[src/rtl/ast_dmx_routed_if.sv]
// Avalon-ST bus bundle for ast_dmx_routed: one sink port plus TX_DIR source ports.
// The slave modport is the demultiplexer; the master modport is its upstream/downstream environment.
interface ast_dmx_routed_if #(
    parameter int unsigned DATA_WIDTH    = 64,
    parameter int unsigned CHANNEL_WIDTH = 8,
    parameter int unsigned EMPTY_WIDTH   = $clog2(DATA_WIDTH / 8),
    parameter int unsigned TX_DIR        = 4
);
    logic [DATA_WIDTH-1:0]                 ast_data_i;
    logic                                  ast_startofpacket_i;
    logic                                  ast_endofpacket_i;
    logic                                  ast_valid_i;
    logic [EMPTY_WIDTH-1:0]                ast_empty_i;
    logic [CHANNEL_WIDTH-1:0]              ast_channel_i;
    logic                                  ast_ready_o;

    logic [TX_DIR-1:0][DATA_WIDTH-1:0]     ast_data_o;
    logic [TX_DIR-1:0]                     ast_startofpacket_o;
    logic [TX_DIR-1:0]                     ast_endofpacket_o;
    logic [TX_DIR-1:0]                     ast_valid_o;
    logic [TX_DIR-1:0][EMPTY_WIDTH-1:0]    ast_empty_o;
    logic [TX_DIR-1:0][CHANNEL_WIDTH-1:0]  ast_channel_o;
    logic [TX_DIR-1:0]                     ast_ready_i;

    modport master (
        output ast_data_i, ast_startofpacket_i, ast_endofpacket_i, ast_valid_i,
               ast_empty_i, ast_channel_i, ast_ready_i,
        input  ast_ready_o, ast_data_o, ast_startofpacket_o, ast_endofpacket_o,
               ast_valid_o, ast_empty_o, ast_channel_o
    );

    modport slave (
        input  ast_data_i, ast_startofpacket_i, ast_endofpacket_i, ast_valid_i,
               ast_empty_i, ast_channel_i, ast_ready_i,
        output ast_ready_o, ast_data_o, ast_startofpacket_o, ast_endofpacket_o,
               ast_valid_o, ast_empty_o, ast_channel_o
    );
endinterface

[src/rtl/ast_dmx_routed.sv]
// Avalon-ST 1-to-TX_DIR packet demux with per-direction output register, packet dropping and drop counter.
// Optional per-direction completed-packet counters: define AST_DMX_ROUTED_PKT_CNT_EN.
module ast_dmx_routed #(
    parameter int unsigned DATA_WIDTH    = 64,
    parameter int unsigned CHANNEL_WIDTH = 8,
    parameter int unsigned EMPTY_WIDTH   = $clog2(DATA_WIDTH / 8),
    parameter int unsigned TX_DIR        = 4,
    parameter int unsigned DIR_SEL_WIDTH = (TX_DIR == 1) ? 1 : $clog2(TX_DIR),
    parameter int unsigned DIR_MODE      = 0,
    parameter int unsigned CNT_WIDTH     = 16
) (
    input  logic                     clk_i,
    input  logic                     srst_i,
    input  logic [DIR_SEL_WIDTH-1:0] dir_i,
    ast_dmx_routed_if.slave          ast,
    output logic [CNT_WIDTH-1:0]     drop_cnt_o
`ifdef AST_DMX_ROUTED_PKT_CNT_EN
    ,
    output logic [TX_DIR-1:0][CNT_WIDTH-1:0] pkt_cnt_o
`endif
);

    typedef enum logic [1:0] {IDLE, FWD, DROP} state_t;

    state_t                               state_q, state_d;
    logic [DIR_SEL_WIDTH-1:0]             dir_q, dir_d;
    logic [DIR_SEL_WIDTH-1:0]             sel_in, wr_dir;
    logic                                 sel_ok, ready, wr_en, drop_inc;
    logic [TX_DIR-1:0]                    slot_free;

    logic [TX_DIR-1:0][DATA_WIDTH-1:0]    data_q;
    logic [TX_DIR-1:0]                    sop_q, eop_q, valid_q;
    logic [TX_DIR-1:0][EMPTY_WIDTH-1:0]   empty_q;
    logic [TX_DIR-1:0][CHANNEL_WIDTH-1:0] channel_q;
    logic [CNT_WIDTH-1:0]                 drop_q;

    assign sel_in    = (DIR_MODE == 1) ? ast.ast_channel_i[DIR_SEL_WIDTH-1:0] : dir_i;
    assign sel_ok    = 32'(sel_in) < TX_DIR;
    assign slot_free = ~valid_q | ast.ast_ready_i;

    // Next state, sink ready and output-slice write strobe
    always_comb begin
        state_d  = state_q;
        dir_d    = dir_q;
        ready    = 1'b1;
        wr_en    = 1'b0;
        wr_dir   = dir_q;
        drop_inc = 1'b0;
        case (state_q)
            IDLE: begin
                if (ast.ast_valid_i && ast.ast_startofpacket_i) begin
                    if (sel_ok) begin
                        ready  = slot_free[sel_in];
                        wr_dir = sel_in;
                        if (ready) begin
                            wr_en = 1'b1;
                            dir_d = sel_in;
                            if (!ast.ast_endofpacket_i) state_d = FWD;
                        end
                    end else begin
                        drop_inc = 1'b1;
                        if (!ast.ast_endofpacket_i) state_d = DROP;
                    end
                end
            end
            FWD: begin
                ready = slot_free[dir_q];
                if (ast.ast_valid_i && ready) begin
                    wr_en = 1'b1;
                    if (ast.ast_endofpacket_i) state_d = IDLE;
                end
            end
            DROP: begin
                if (ast.ast_valid_i && ast.ast_endofpacket_i) state_d = IDLE;
            end
            default: state_d = IDLE;
        endcase
        if (srst_i) ready = 1'b0;
    end

    assign ast.ast_ready_o = ready;

    always_ff @(posedge clk_i) begin
        if (srst_i) begin
            state_q   <= IDLE;
            dir_q     <= '0;
            drop_q    <= '0;
            data_q    <= '0;
            sop_q     <= '0;
            eop_q     <= '0;
            valid_q   <= '0;
            empty_q   <= '0;
            channel_q <= '0;
        end else begin
            state_q <= state_d;
            dir_q   <= dir_d;
            if (drop_inc && (drop_q != '1)) drop_q <= drop_q + CNT_WIDTH'(1);
            // A write always wins; otherwise a downstream handshake empties the slot
            for (int d = 0; d < TX_DIR; d++) begin
                if (wr_en && (wr_dir == DIR_SEL_WIDTH'(d))) begin
                    data_q[d]    <= ast.ast_data_i;
                    sop_q[d]     <= ast.ast_startofpacket_i;
                    eop_q[d]     <= ast.ast_endofpacket_i;
                    empty_q[d]   <= ast.ast_empty_i;
                    channel_q[d] <= ast.ast_channel_i;
                    valid_q[d]   <= 1'b1;
                end else if (ast.ast_ready_i[d]) begin
                    valid_q[d]   <= 1'b0;
                end
            end
        end
    end

    assign ast.ast_data_o          = data_q;
    assign ast.ast_startofpacket_o = sop_q;
    assign ast.ast_endofpacket_o   = eop_q;
    assign ast.ast_valid_o         = valid_q;
    assign ast.ast_empty_o         = empty_q;
    assign ast.ast_channel_o       = channel_q;
    assign drop_cnt_o              = drop_q;

`ifdef AST_DMX_ROUTED_PKT_CNT_EN
    logic [TX_DIR-1:0][CNT_WIDTH-1:0] pkt_q;

    // Completed packet = output handshake carrying eop
    always_ff @(posedge clk_i) begin
        if (srst_i) begin
            pkt_q <= '0;
        end else begin
            for (int d = 0; d < TX_DIR; d++) begin
                if (valid_q[d] && ast.ast_ready_i[d] && eop_q[d] && (pkt_q[d] != '1))
                    pkt_q[d] <= pkt_q[d] + CNT_WIDTH'(1);
            end
        end
    end

    assign pkt_cnt_o = pkt_q;
`endif

endmodule

[src/flat_wrapper.sv]
// flat-port wrapper written by rule: the top's interface ports become plain ports
module ast_dmx_routed_flat 
#(
    parameter int unsigned DATA_WIDTH    = 64,
    parameter int unsigned CHANNEL_WIDTH = 8,
    parameter int unsigned EMPTY_WIDTH   = $clog2(DATA_WIDTH / 8),
    parameter int unsigned TX_DIR        = 4,
    parameter int unsigned DIR_SEL_WIDTH = (TX_DIR == 1) ? 1 : $clog2(TX_DIR),
    parameter int unsigned DIR_MODE      = 0,
    parameter int unsigned CNT_WIDTH     = 16
)
  (clk_i, srst_i, dir_i, drop_cnt_o, ast_ast_data_i, ast_ast_startofpacket_i, ast_ast_endofpacket_i, ast_ast_valid_i, ast_ast_empty_i, ast_ast_channel_i, ast_ast_ready_i, ast_ast_ready_o, ast_ast_data_o, ast_ast_startofpacket_o, ast_ast_endofpacket_o, ast_ast_valid_o, ast_ast_empty_o, ast_ast_channel_o);
  ast_dmx_routed_if #(.DATA_WIDTH(DATA_WIDTH), .CHANNEL_WIDTH(CHANNEL_WIDTH), .EMPTY_WIDTH(EMPTY_WIDTH), .TX_DIR(TX_DIR)) ast_i ();
  input  logic clk_i;
  input  logic srst_i;
  input  logic [DIR_SEL_WIDTH-1:0] dir_i;
  output logic [CNT_WIDTH-1:0] drop_cnt_o;
  input wire logic [$bits(ast_i.ast_data_i)-1:0] ast_ast_data_i;
  input wire logic [$bits(ast_i.ast_startofpacket_i)-1:0] ast_ast_startofpacket_i;
  input wire logic [$bits(ast_i.ast_endofpacket_i)-1:0] ast_ast_endofpacket_i;
  input wire logic [$bits(ast_i.ast_valid_i)-1:0] ast_ast_valid_i;
  input wire logic [$bits(ast_i.ast_empty_i)-1:0] ast_ast_empty_i;
  input wire logic [$bits(ast_i.ast_channel_i)-1:0] ast_ast_channel_i;
  input wire logic [$bits(ast_i.ast_ready_i)-1:0] ast_ast_ready_i;
  output wire logic [$bits(ast_i.ast_ready_o)-1:0] ast_ast_ready_o;
  output wire logic [$bits(ast_i.ast_data_o)-1:0] ast_ast_data_o;
  output wire logic [$bits(ast_i.ast_startofpacket_o)-1:0] ast_ast_startofpacket_o;
  output wire logic [$bits(ast_i.ast_endofpacket_o)-1:0] ast_ast_endofpacket_o;
  output wire logic [$bits(ast_i.ast_valid_o)-1:0] ast_ast_valid_o;
  output wire logic [$bits(ast_i.ast_empty_o)-1:0] ast_ast_empty_o;
  output wire logic [$bits(ast_i.ast_channel_o)-1:0] ast_ast_channel_o;
  assign ast_i.ast_data_i = ast_ast_data_i;
  assign ast_i.ast_startofpacket_i = ast_ast_startofpacket_i;
  assign ast_i.ast_endofpacket_i = ast_ast_endofpacket_i;
  assign ast_i.ast_valid_i = ast_ast_valid_i;
  assign ast_i.ast_empty_i = ast_ast_empty_i;
  assign ast_i.ast_channel_i = ast_ast_channel_i;
  assign ast_i.ast_ready_i = ast_ast_ready_i;
  assign ast_ast_ready_o = ast_i.ast_ready_o;
  assign ast_ast_data_o = ast_i.ast_data_o;
  assign ast_ast_startofpacket_o = ast_i.ast_startofpacket_o;
  assign ast_ast_endofpacket_o = ast_i.ast_endofpacket_o;
  assign ast_ast_valid_o = ast_i.ast_valid_o;
  assign ast_ast_empty_o = ast_i.ast_empty_o;
  assign ast_ast_channel_o = ast_i.ast_channel_o;
  ast_dmx_routed #(.DATA_WIDTH(DATA_WIDTH), .CHANNEL_WIDTH(CHANNEL_WIDTH), .EMPTY_WIDTH(EMPTY_WIDTH), .TX_DIR(TX_DIR), .DIR_SEL_WIDTH(DIR_SEL_WIDTH), .DIR_MODE(DIR_MODE), .CNT_WIDTH(CNT_WIDTH)) u_core (.clk_i(clk_i), .srst_i(srst_i), .dir_i(dir_i), .ast(ast_i), .drop_cnt_o(drop_cnt_o));
endmodule
[config.mk]
export PLATFORM = sky130hd
export DESIGN_NAME = ast_dmx_routed_flat
export DESIGN_NICKNAME = d
export VERILOG_FILES = /design/src/rtl/ast_dmx_routed_if.sv /design/src/rtl/ast_dmx_routed.sv /design/src/flat_wrapper.sv
export SDC_FILE = /design/constraint.sdc
export NUM_CORES = 1
export LEC_CHECK = 0
export ABC_CLOCK_PERIOD_IN_PS = 4900
export CAP_MARGIN = 20
export CORE_ASPECT_RATIO = 1.2
export CORE_MARGIN = 5
export CORE_UTILIZATION = 30
export CTS_CLUSTER_SIZE = 25
export DETAILED_ROUTE_END_ITERATION = 6
export PLACE_DENSITY_LB_ADDON = 0.12
export SLEW_MARGIN = 20
export SYNTH_ARGS = -nofsm -noshare
export SYNTH_HDL_FRONTEND = slang
export SYNTH_SLANG_ARGS = --single-unit
[constraint.sdc]
create_clock -name clk_i -period 4.9 [get_ports clk_i]
set_clock_uncertainty 0.2 [all_clocks]
set_input_delay 0.98 -clock clk_i [delete_from_list [all_inputs] [get_ports clk_i]]
set_output_delay 0.98 -clock clk_i [all_outputs]
set_load 0.05 [all_outputs]
# Word level (Yosys, flattened, before mapping)
# Cells that the tools add are included.
# word_totals
register_bits	316
# classes
order_cmp	2
n_eq_ne	11
n_mux	28
bitwise	2
n_reduce_logical	15
# op_table
operator	count
$mux 2	8
$mux 1	15
$ne 2x1->1 const B	4
$reduce_bool 2->1	4
$logic_and 1x1->1	7
$eq 2x2->1 const B	3
$lt 2x3->1 const B	2
$pmux 2 s3	1
$reduce_and 6->1	1
$bmux 1 s2	2
$eq 2x1->1 const B	2
$logic_not 2->1	2
$ne 2x2->1 const B	2
$not 4->4	1
$or 4x4->4	1
$pmux 1 s2	2
$reduce_and 3->1	1

# Depth between registers and ports, before layout
# logic_depth
word_depth	9
depth_mapped	9

# Worst setup path after synthesis
# Ideal clock, no wire load.
# synth_timing
path_kind	in2out
from	input srst_i
to	output ast_ast_ready_o
arrival_ps	2149
required_ps	3720
path_slack_ps	1571
stages	4
n_path_buf	3
path_cell_list	clkbuf_1 clkbuf_1 clkbuf_1 nor2_1
# synth_between
elab_chain_len	1
# synth_lines
item	line	source
from (decl)	flat_wrapper.sv:15	input logic srst_i;
$mux 1	ast_dmx_routed.sv:78	if (srst_i) ready = 1'b0;
to (decl)	flat_wrapper.sv:25	output wire logic [$bits(ast_i.ast_ready_o)-1:0] ast_ast_ready_o;
# Every way passes these cells.

# Worst setup path after layout
# layout_timing
from	input dir_i[1]
to	output ast_ast_ready_o
# layout_between
elab_chain_len	5
# layout_lines
item	line	source
from (decl)	flat_wrapper.sv:16	input logic [DIR_SEL_WIDTH-1:0] dir_i;
$bmux 1 s2	ast_dmx_routed.sv:53	ready = slot_free[sel_in];
$mux 1 (not written as such)	ast_dmx_routed.sv:53	
$mux 1	ast_dmx_routed.sv:51	if (ast.ast_valid_i && ast.ast_startofpacket_i) begin
$pmux 1 s2	ast_dmx_routed.sv:49	case (state_q)
$mux 1	ast_dmx_routed.sv:78	
# Every way passes these cells. The select of a mux whose other input is x is not followed.

==> flow_summary.toml <==
[global_route]
antenna_found_initial = 2
grt_pass1_wl_um = 57880
grt_overflow = 0
grt_usage = 0.1575
grt_pass1_vias = 9355
grt_max_degree = 218

[sta]
setup_viol = 0
finalHoldViolCount = 0
timing.fmax_ghz = 0.2315
tightest_slew_ns = 0.9609
maxSlewViolCount = 0
setup_tns_ns = 0
rsz0062_at_grt = "false"
fin_crit_sh = 0.8817
relSlewSlack = 0.3594
setup_slack_ns = 0.5796
fin_crit_ns = 4.320

[clock_tree]
insertion_delay_ns = 0.53
clk_path_buf_depth = 3
numCtsBuffers = 36
root_buffer = "clkbuf_16"
cts-htree-levels = 2
clkSinkCount = 315
clkTransAtPathRegs_ns = 0.05
cts_resized = 0
tritoncts = "built"
ctsHoldBuffers = 0
post_cts_buffers = 0

[floorplan]
core_um2 = 41760
initial_core_util = 0.3024
die_h_um = 234.7
die_w_um = 197.3
ios = 415
die_area_um2 = 46310
num_rows = 82

[route]
wirelength_um = 38250
vias_per_cell = 4.345
drt_first_pass_iters = 4
vias = 9028
drtAntennaViolNets = 0
first_iter_violations = 325
drcViolationCount = 0
wl_per_cell_um = 18.41

[yosys]
syn_inst = 1142
synth_top_cell_by_area = "dfxtp_1"
synth_top_family_by_area = "multiplexers"
ys_types = 25
synth-simple-area-share = 0.1997
synthAdderAreaFrac = 0
ys_top_cells_by_area = "dfxtp_1 (50%), mux2i_1 (25%), nand2b_1 (19%)"
synth_edf_count = 0
yosysSeqAreaShare = 0.4994
synthXorXnorAreaFrac = 0
yosysTopAreaCellShare = 0.4994
ys.warnings.count = 0
synth_most_common_cell = "nand2b_1"
synth_seq_cells = 315
async_flop_share = 0
synth_commonest_cells = "nand2b_1 (389), dfxtp_1 (315), mux2i_1 (310)"
synth_mux_area_frac = 0.2514
syn_avg_cell_area_um2 = 11.06
ys.flop_type = "dfxtp_1"
synth-compound-area-share = 0.005549
syn_area_um2 = 12630

[worst_setup_path]
timing.rr.start = "u_core.ast.ast_valid_o[3]$_SDFFE_PP0P_"
crit_fanout = 4
path_class = "in2out"
cp_data_required_time_ns = 3.72
critPathCaptureType = "primary output"
reg2reg_depth = 6
critPathArrivalTime_ns = 3.14
reg2reg_slack_ns = 2.07
r2r-end = "u_core.ast.ast_data_o[148]$_SDFFE_PP0P_"
cp-start-kind = "input pin"

[placement]
dp_hpwl_um = 26030
finalWeightedCongestion = 0.7451
io_buffers = 398
place_ws_ns = 0.5794

[worst_hold_path]
whs_path_depth = 2
hold_class = "reg2reg"
holdPathEnd = "u_core.ast.ast_data_o[240]$_SDFFE_PP0P_"
hold_start = "u_core.ast.ast_data_o[240]$_SDFFE_PP0P_"

[outcome]
outcome = "finished clean"

[pwr]
pwr-share-seq = 0.438
clockPowerShare = 0.419
power.internal_mw = 4.492
vdd_drop_max_mv = 0.2308
switching_power_mw = 1.636
power.density_nw_per_um2 = 338.7
p_comb_frac = 0.143
swShare = 0.2670
leakagePower_nw = 7.706

[cells_and_area]
area_delta_synth_final_pct = 43.26
drive_gt1_frac = 0.04703
nNetsFinal = 1595

[job]
maxCapViolCount = 0
-- through the flow --
stage | util | hold slack (ns) | cell area, um^2 | power [mW] | std cells
global route | 0.4332 | 0.2847 | 18090 | 6.385 | 2078
floorplan | - | 0.2641 | 12680 | 3.317 | 1157
finish | 0.4332 | 0.2701 | 18090 | 6.127 | 2078
global placement | 0.4068 | 0.2586 | 16990 | 3.625 | 2017
detailed placement | 0.4068 | 0.2621 | 16990 | 3.629 | 2017
CTS | 0.4332 | 0.2756 | 18090 | 6.247 | 2077
-- sequential cells by signal, indices dropped and copies added (netlist names) --
register and count:
u_core.ast.ast_empty_o 12, u_core.ast.ast_channel_o 32, u_core.state_q 1, u_core.ast.ast_endofpacket_o 4, u_core.ast.ast_valid_o 4, u_core.ast.ast_data_o 256, u_core.ast.ast_startofpacket_o 4, u_core.dir_q 2
-- kinds of logic after synthesis --
kind of cell           Yosys count
and+or+nand+nor                405
DFF                            315
muxes                          314
buffers and inverters           97
AOI/OAI and AO/OA               10
other                            1
-- power by group through the flow --
stage	Combinational, mW	Clock [mW]	Sequential (mW)
after global routing	0.923	2.77	2.69
after global placement	0.887	0	2.74
after floorplan	0.312	0	3.00
after detailed placement	0.889	0	2.74
after CTS	0.893	2.67	2.68
final	0.876	2.57	2.68
-- worst max-delay path: stages --
cell and delay (ns):
clkdlybuf4s50_1 0.56, mux4_2 0.59, o22ai_1 0.20, nor2_1 0.06, clkdlybuf4s50_1 0.75
-- how the worst max path moves through the flow --
| stage | cells past startpoint | start | to | slack [ns] |
|---|---|---|---|---|
| floorplan | 4 | srst_i | ast_ast_ready_o | 1.57 |
| global placement | 6 | ast_ast_ready_i[2] | ast_ast_ready_o | 0.59 |
| detailed placement | 5 | dir_i[1] | ast_ast_ready_o | 0.58 |
| CTS | 5 | dir_i[1] | ast_ast_ready_o | 0.56 |
| global route | 5 | dir_i[1] | ast_ast_ready_o | 0.47 |
| finish | 5 | dir_i[1] | ast_ast_ready_o | 0.58 |
-- routing by layer --
metal | wire length (um) | track usage | up-vias | part of all wire
met5 | 13 | 0 | - | 0.00034
met4 | 903 | 0.04624 | 2 | 0.024
met3 | 3677 | 0.06491 | 48 | 0.096
met2 | 18260 | 0.2651 | 288 | 0.48
met1 | 15390 | 0.1832 | 4230 | 0.40
li1 | - | - | 4460 | -
-- cells in the final DEF, fill, tap and decap left out --
| cell | instances |
|---|---|
| buf_4 | 7 |
| nand3_1 | 3 |
| nor3_4 | 1 |
| diode_2 | 1 |
| o2111ai_1 | 1 |
| mux2i_1 | 310 |
| clkbuf_8 | 6 |
| conb_1 | 16 |
| nand2_1 | 4 |
| clkinv_2 | 2 |
| clkbuf_16 | 37 |
| mux2_2 | 1 |
| nor3_2 | 1 |
| inv_6 | 2 |
| dfxtp_1 | 315 |
| clkdlybuf4s50_1 | 397 |
| clkbuf_1 | 13 |
| bufinv_16 | 1 |
| a32oi_2 | 1 |
| nor2_1 | 1 |
| or3_2 | 1 |
| a221oi_1 | 1 |
| nand3b_1 | 1 |
| o22ai_1 | 1 |
| a21oi_1 | 6 |
| mux4_2 | 2 |
| inv_2 | 1 |
| and3_1 | 1 |
| or3_4 | 3 |
| mux2_4 | 1 |
| nand2b_1 | 389 |
| buf_12 | 5 |
-- area by class of cell --
type	count	area (um^2)
fillers	4020	23670
inverters	1	3.754
clock buffers	55	1044
diodes	1	2.502
clock inverters	5	57.56
repair buffers	410	4140
flip-flops and latches	315	6306
well taps	546	683.2
multi-input cells	745	5853
Power figures use the tool's default switching activity.
==> RTL change 1, RTL diff (same flow settings) <==
Encoding of `state_t`: now one-hot (3 bits for 3 states).
--- a/src/rtl/ast_dmx_routed.sv
+++ b/src/rtl/ast_dmx_routed.sv
@@ -20,7 +20,7 @@
 `endif
 );
 
-    typedef enum logic [1:0] {IDLE, FWD, DROP} state_t;
+    typedef enum logic [2:0] {IDLE = 3'b001, FWD = 3'b010, DROP = 3'b100} state_t;
 
     state_t                               state_q, state_d;
     logic [DIR_SEL_WIDTH-1:0]             dir_q, dir_d;
Function: same outputs for any inputs over 4 cycles, from zero or initial values and one cycle with srst_i high; so few cycles prove little.
==> RTL change 1 against the original RTL <==
Synthesized cell count rose by 0.88%; wire length barely moved; sequential cell count rose by 1; via count rose by 0.66%; non-clock buffer count rose by 2; critical path type unchanged; total power fell by 2.6%; synthesized area barely moved; sequential share of layout area fell by 0.12 points; design area rose by 0.66%; setup slack got worse by 0.19 ns; final cell count rose by 0.48%.
==> RTL change 1: results (changes against the original RTL) <==
stage,metric,value,unit,change
placed_design,detailedPlacementHpwl,25.9,mm,-0.31%
cells_and_area,multiInputCombCellCount,753,,+1.1%
critical_path,rr_startpoint,u_core.ast.ast_valid_o[0],,
global_route,largest_net_degree_at_the_start_of_global_routing,248,,+14%
global_route,met1_usage,18.7,%,+0.39 points
critical_path,timing.critical_path.from,ast_ast_ready_i[0],,
placed_design,placed_area,17100,um^2,+0.77%
placed_design,cell_count_after_placement,2031,,+0.69%
routing,highest_layer,met4,,
power_and_ir_drop,peakVddDrop,0.000252,V,+9.0%
placed_design,dp_worst_setup_slack,0.373,ns,-0.207 ns
worst_hold_path,min-delay-start,u_core.ast.ast_data_o[38],,
power_and_ir_drop,seq_cell_power,2.67,mW,about the same
routing,detail_route.wirelength.met1,15.6,mm,+1.1%
global_route,global_route.usage.total,16.0,%,+0.24 points
synth,synth.cells.most_frequent,"386 x sky130_fd_sc_hd__nand2b_1, 316 x sky130_fd_sc_hd__dfxtp_1, 310 x sky130_fd_sc_hd__mux2i_1",,
critical_path,register_to_register_path_setup_slack,1.90,ns,-0.17 ns
run_status,status,completed,,
global_route,via_count_of_the_first_global_routing_pass,9533,,+1.9%
cells_and_area,final.signal_buffer_count,412,,+0.49%
cells_and_area,fin_cells,2088,,+0.48%
clock_tree,tritoncts.num_buffers,35,,-2.8%
clock_tree,num_clock_sinks,316,,+0.32%
cells_and_area,clockNetworkAreaShare,5.99,%,-0.095 points
routing,met3WireLength,3.28,mm,-11%
critical_path,cp_slowest_stage_delay,0.83,ns,+0.08 ns
synth,postSynthAreaPerCell,11.0,um^2,-0.85%
sta,tightest_slew,1.23,ns,+0.269 ns
power_and_ir_drop,switching_part_of_the_total_power,25.5,%,-1.2 points
sta,minimum_hold_slack,0.271,ns,+0.00121 ns
placed_design,place_congestion,0.742,,-0.39%
routing,via_count,9088,,+0.66%
cells_and_area,drive_gt1_share,4.54,%,-0.16 points
routing,drt_first_iter_violations,340,,+4.6%
routing,wl_per_cell,18.3,um,-0.43%
cells_and_area,synthToLayoutAreaGrowth,44.2,%,
critical_path,worstReg2RegEnd,u_core.ast.ast_channel_o[7],,
synth,synth-seq-area-share,50.1,%,+0.15 points
worst_hold_path,endpoint_with_the_worst_hold_slack,u_core.ast.ast_data_o[38],,
global_route,groute.layer.met3.usage,5.85,%,-0.64 points
cells_and_area,postLayoutCellArea,18200,um^2,+0.66%
cells_and_area,clock_buffer_count,53,,-3.6%
global_route,wire_length_of_the_first_global_routing_pass,59.0,mm,+1.9%
cells_and_area,number_of_nets_at_the_end_of_the_flow,1610,,+0.94%
RTL change 1: cell count changes in the layout (fill, tap and decap cells not counted), moves of 2 or more:
cell                       before  now
sky130_fd_sc_hd__buf_12         5    8
sky130_fd_sc_hd__clkbuf_1      13   10
sky130_fd_sc_hd__ha_1           0    2
sky130_fd_sc_hd__inv_1          0    4
sky130_fd_sc_hd__inv_6          2    0
sky130_fd_sc_hd__nand2_4        0    2
sky130_fd_sc_hd__nand2b_1     389  386
sky130_fd_sc_hd__nor2_1         1    6
sky130_fd_sc_hd__nor2b_1        0    4
sky130_fd_sc_hd__o21ai_0        0    4
sky130_fd_sc_hd__or3_4          3    0
RTL change 1: logic make-up (layout without fill, tap and decap cells):
logic type	count (synthesis)	in the layout	synth area share [%]
buffers and inverters	98	473	3.89
multiplexers	313	313	25.0
adder cells (fa/ha/maj)	2	2	0.198
flip-flops	316	316	50.1
AO/OA/AOI/OAI	14	14	0.822
AND/OR/NAND/NOR	408	408	20.0
other	1	16	0.0297
==> RTL change 2, RTL diff (config.mk and constraints unchanged) <==
Without the edit above. `DIR_MODE` is set to 0 in 2 places; all go to 1.
--- a/src/rtl/ast_dmx_routed.sv
+++ b/src/rtl/ast_dmx_routed.sv
@@ -6,7 +6,7 @@
     parameter int unsigned EMPTY_WIDTH   = $clog2(DATA_WIDTH / 8),
     parameter int unsigned TX_DIR        = 4,
     parameter int unsigned DIR_SEL_WIDTH = (TX_DIR == 1) ? 1 : $clog2(TX_DIR),
-    parameter int unsigned DIR_MODE      = 0,
+    parameter int unsigned DIR_MODE      = 1,
     parameter int unsigned CNT_WIDTH     = 16
 ) (
     input  logic                     clk_i,
--- a/src/flat_wrapper.sv
+++ b/src/flat_wrapper.sv
@@ -6,7 +6,7 @@
     parameter int unsigned EMPTY_WIDTH   = $clog2(DATA_WIDTH / 8),
     parameter int unsigned TX_DIR        = 4,
     parameter int unsigned DIR_SEL_WIDTH = (TX_DIR == 1) ? 1 : $clog2(TX_DIR),
-    parameter int unsigned DIR_MODE      = 0,
+    parameter int unsigned DIR_MODE      = 1,
     parameter int unsigned CNT_WIDTH     = 16
 )
   (clk_i, srst_i, dir_i, drop_cnt_o, ast_ast_data_i, ast_ast_startofpacket_i, ast_ast_endofpacket_i, ast_ast_valid_i, ast_ast_empty_i, ast_ast_channel_i, ast_ast_ready_i, ast_ast_ready_o, ast_ast_data_o, ast_ast_startofpacket_o, ast_ast_endofpacket_o, ast_ast_valid_o, ast_ast_empty_o, ast_ast_channel_o);
Function: changed (a bounded check fails within 4 cycles, from zero or initial values and one cycle with srst_i high).
==> RTL change 2 against the original RTL <==
Sequential cell count stayed put; via count hardly changed; setup slack better by 0.038 ns; register-to-register slack better by 0.09 ns; total power is 3.2% higher; synthesized area is 0.75% higher; utilization is 0.058 points higher; combinational power is 0.5% higher; design area is 0.38% higher; wire length is 0.69% higher; final cell count stayed put; critical endpoint unchanged; largest power group is now clock.
==> RTL change 2: results (changes against the original RTL) <==
stage,metric,value,unit,change
synth,postSynth.topFlopCell,sky130_fd_sc_hd__dfxtp_1,,
placed_design,placed_area,17000,um^2,-0.21%
cells_and_area,number_of_nets_at_the_end_of_the_flow,1591,,-0.25%
worst_hold_path,hold_class,register to register,,
cells_and_area,largest_reg_flops,256,,unchanged
synth,synth.cells.most_frequent,"387 x sky130_fd_sc_hd__nand2b_1, 315 x sky130_fd_sc_hd__dfxtp_1, 312 x sky130_fd_sc_hd__mux2i_1",,
synth,synth-seq-area-share,49.6,%,-0.37 points
routing,dr.pass1.iters,4,,unchanged
placed_design,place_congestion,0.739,,-0.82%
clock_tree,htree_levels,2,,unchanged
cells_and_area,drive_gt1_share,5.09,%,+0.39 points
global_route,global_route.usage.total,16.0,%,+0.30 points
power_and_ir_drop,peakVddDrop,0.000220,V,-4.5%
critical_path,worst-path-max-fanout,4,,unchanged
clock_tree,clock_tree.buffer_depth,3,,unchanged
critical_path,critical_path.top_delay_family,buffers and inverters,,
global_route,wire_length_of_the_first_global_routing_pass,59.2,mm,+2.2%
critical_path,cp_slowest_stage_delay,0.77,ns,+0.02 ns
clock_tree,cts_root_buffer,sky130_fd_sc_hd__clkbuf_16,,
clock_tree,cts_setup_buffers,0,,unchanged
run_status,status,completed,,
routing,route.final.wire_length,38.5,mm,+0.69%
synth,synth.lib_cells_used.distinct,25,,unchanged
global_route,largest_net_degree_at_the_start_of_global_routing,125,,-43%
power_and_ir_drop,p_leak,7.76,nW,+0.72%
clock_tree,cts.clk_slew.worst_paths,0.06,ns,
synth,synth_warnings,0,,unchanged
clock_tree,tritoncts.num_buffers,36,,unchanged
synth,postSynth.asyncResetShare,0,%,unchanged
global_route,via_count_of_the_first_global_routing_pass,9583,,+2.4%
routing,via_count,9032,,+0.044%
critical_path,critical_path_arrival,3.10,ns,-0.04 ns
routing,drt_first_iter_violations,279,,-14%
critical_path,crit_path_top_delay_cell,sky130_fd_sc_hd__clkdlybuf4s50_1,,
sta,maxSlewHeadroom,32.4,%,-3.5 points
clock_tree,hold_buffers,0,,unchanged
synth,synth_top_cells_by_area,"sky130_fd_sc_hd__dfxtp_1 50%, sky130_fd_sc_hd__mux2i_1 25%, sky130_fd_sc_hd__nand2b_1 19%",,
placed_design,io_buffer_count,396,,-0.50%
global_route,grt_antenna_before_repair,2,,unchanged
clock_tree,clkLatencyLatePin,0.52,ns,
clock_tree,cts_resized,0,,unchanged
placed_design,detailedPlacementHpwl,26.3,mm,+0.97%
RTL change 2: cell type report:
cell class | instances | area (um^2)
Antenna cell | 1 | 2.50
Clock buffer | 54 | 1070
Clock inverter | 10 | 135
Fill cell | 4033 | 23700
Inverter | 1 | 3.75
Multi-Input combinational cell | 744 | 5860
Sequential cell | 315 | 6310
Tap cell | 546 | 683
Timing Repair Buffer | 407 | 4100
RTL change 2: worst paths after layout:
path | from | to | slack (ns) | cells past startpoint
setup / recovery | ast_ast_channel_i[0] | ast_ast_ready_o | 0.62 | 5
setup reg to reg | u_core.ast.ast_valid_o[2] | u_core.ast.ast_data_o[28] | 2.16 | 6
hold / removal | u_core.ast.ast_data_o[43] | u_core.ast.ast_data_o[43] | 0.27 | 2
hold reg to reg | u_core.ast.ast_data_o[43] | u_core.ast.ast_data_o[43] | 0.27 | 2
RTL change 2: kinds of logic after synthesis:
kind of cell / synth area share, %
AO/OA/AOI/OAI: 0.344
buffers and inverters: 5.05
flip-flops: 49.6
multiplexers: 25.0
other: 0.0295
AND/OR/NAND/NOR: 20.0
RTL change 2: power breakdown:
part / internal [mW] / switching, mW
combinational: 0.334 / 0.546
sequential: 2.64 / 0.0434
clock: 1.67 / 1.09
total: 4.65 / 1.68
RTL change 2: layer usage:
layer | vias up | GRT usage [%] | wire (um)
li1 | 4458 | - | -
met1 | 4245 | 18.3 | 15300
met2 | 272 | 27.8 | 18900
met3 | 55 | 5.95 | 3240
met4 | 2 | 4.95 | 1050
met5 | - | 0 | 13
RTL change 2: stage by stage:
stage | setup slack [ns] | instances
floorplan | 1.57 | 1155
global placement | 0.615 | 2013
detailed placement | 0.608 | 2013
CTS | 0.602 | 2077
global route | 0.572 | 2078
finish | 0.618 | 2078
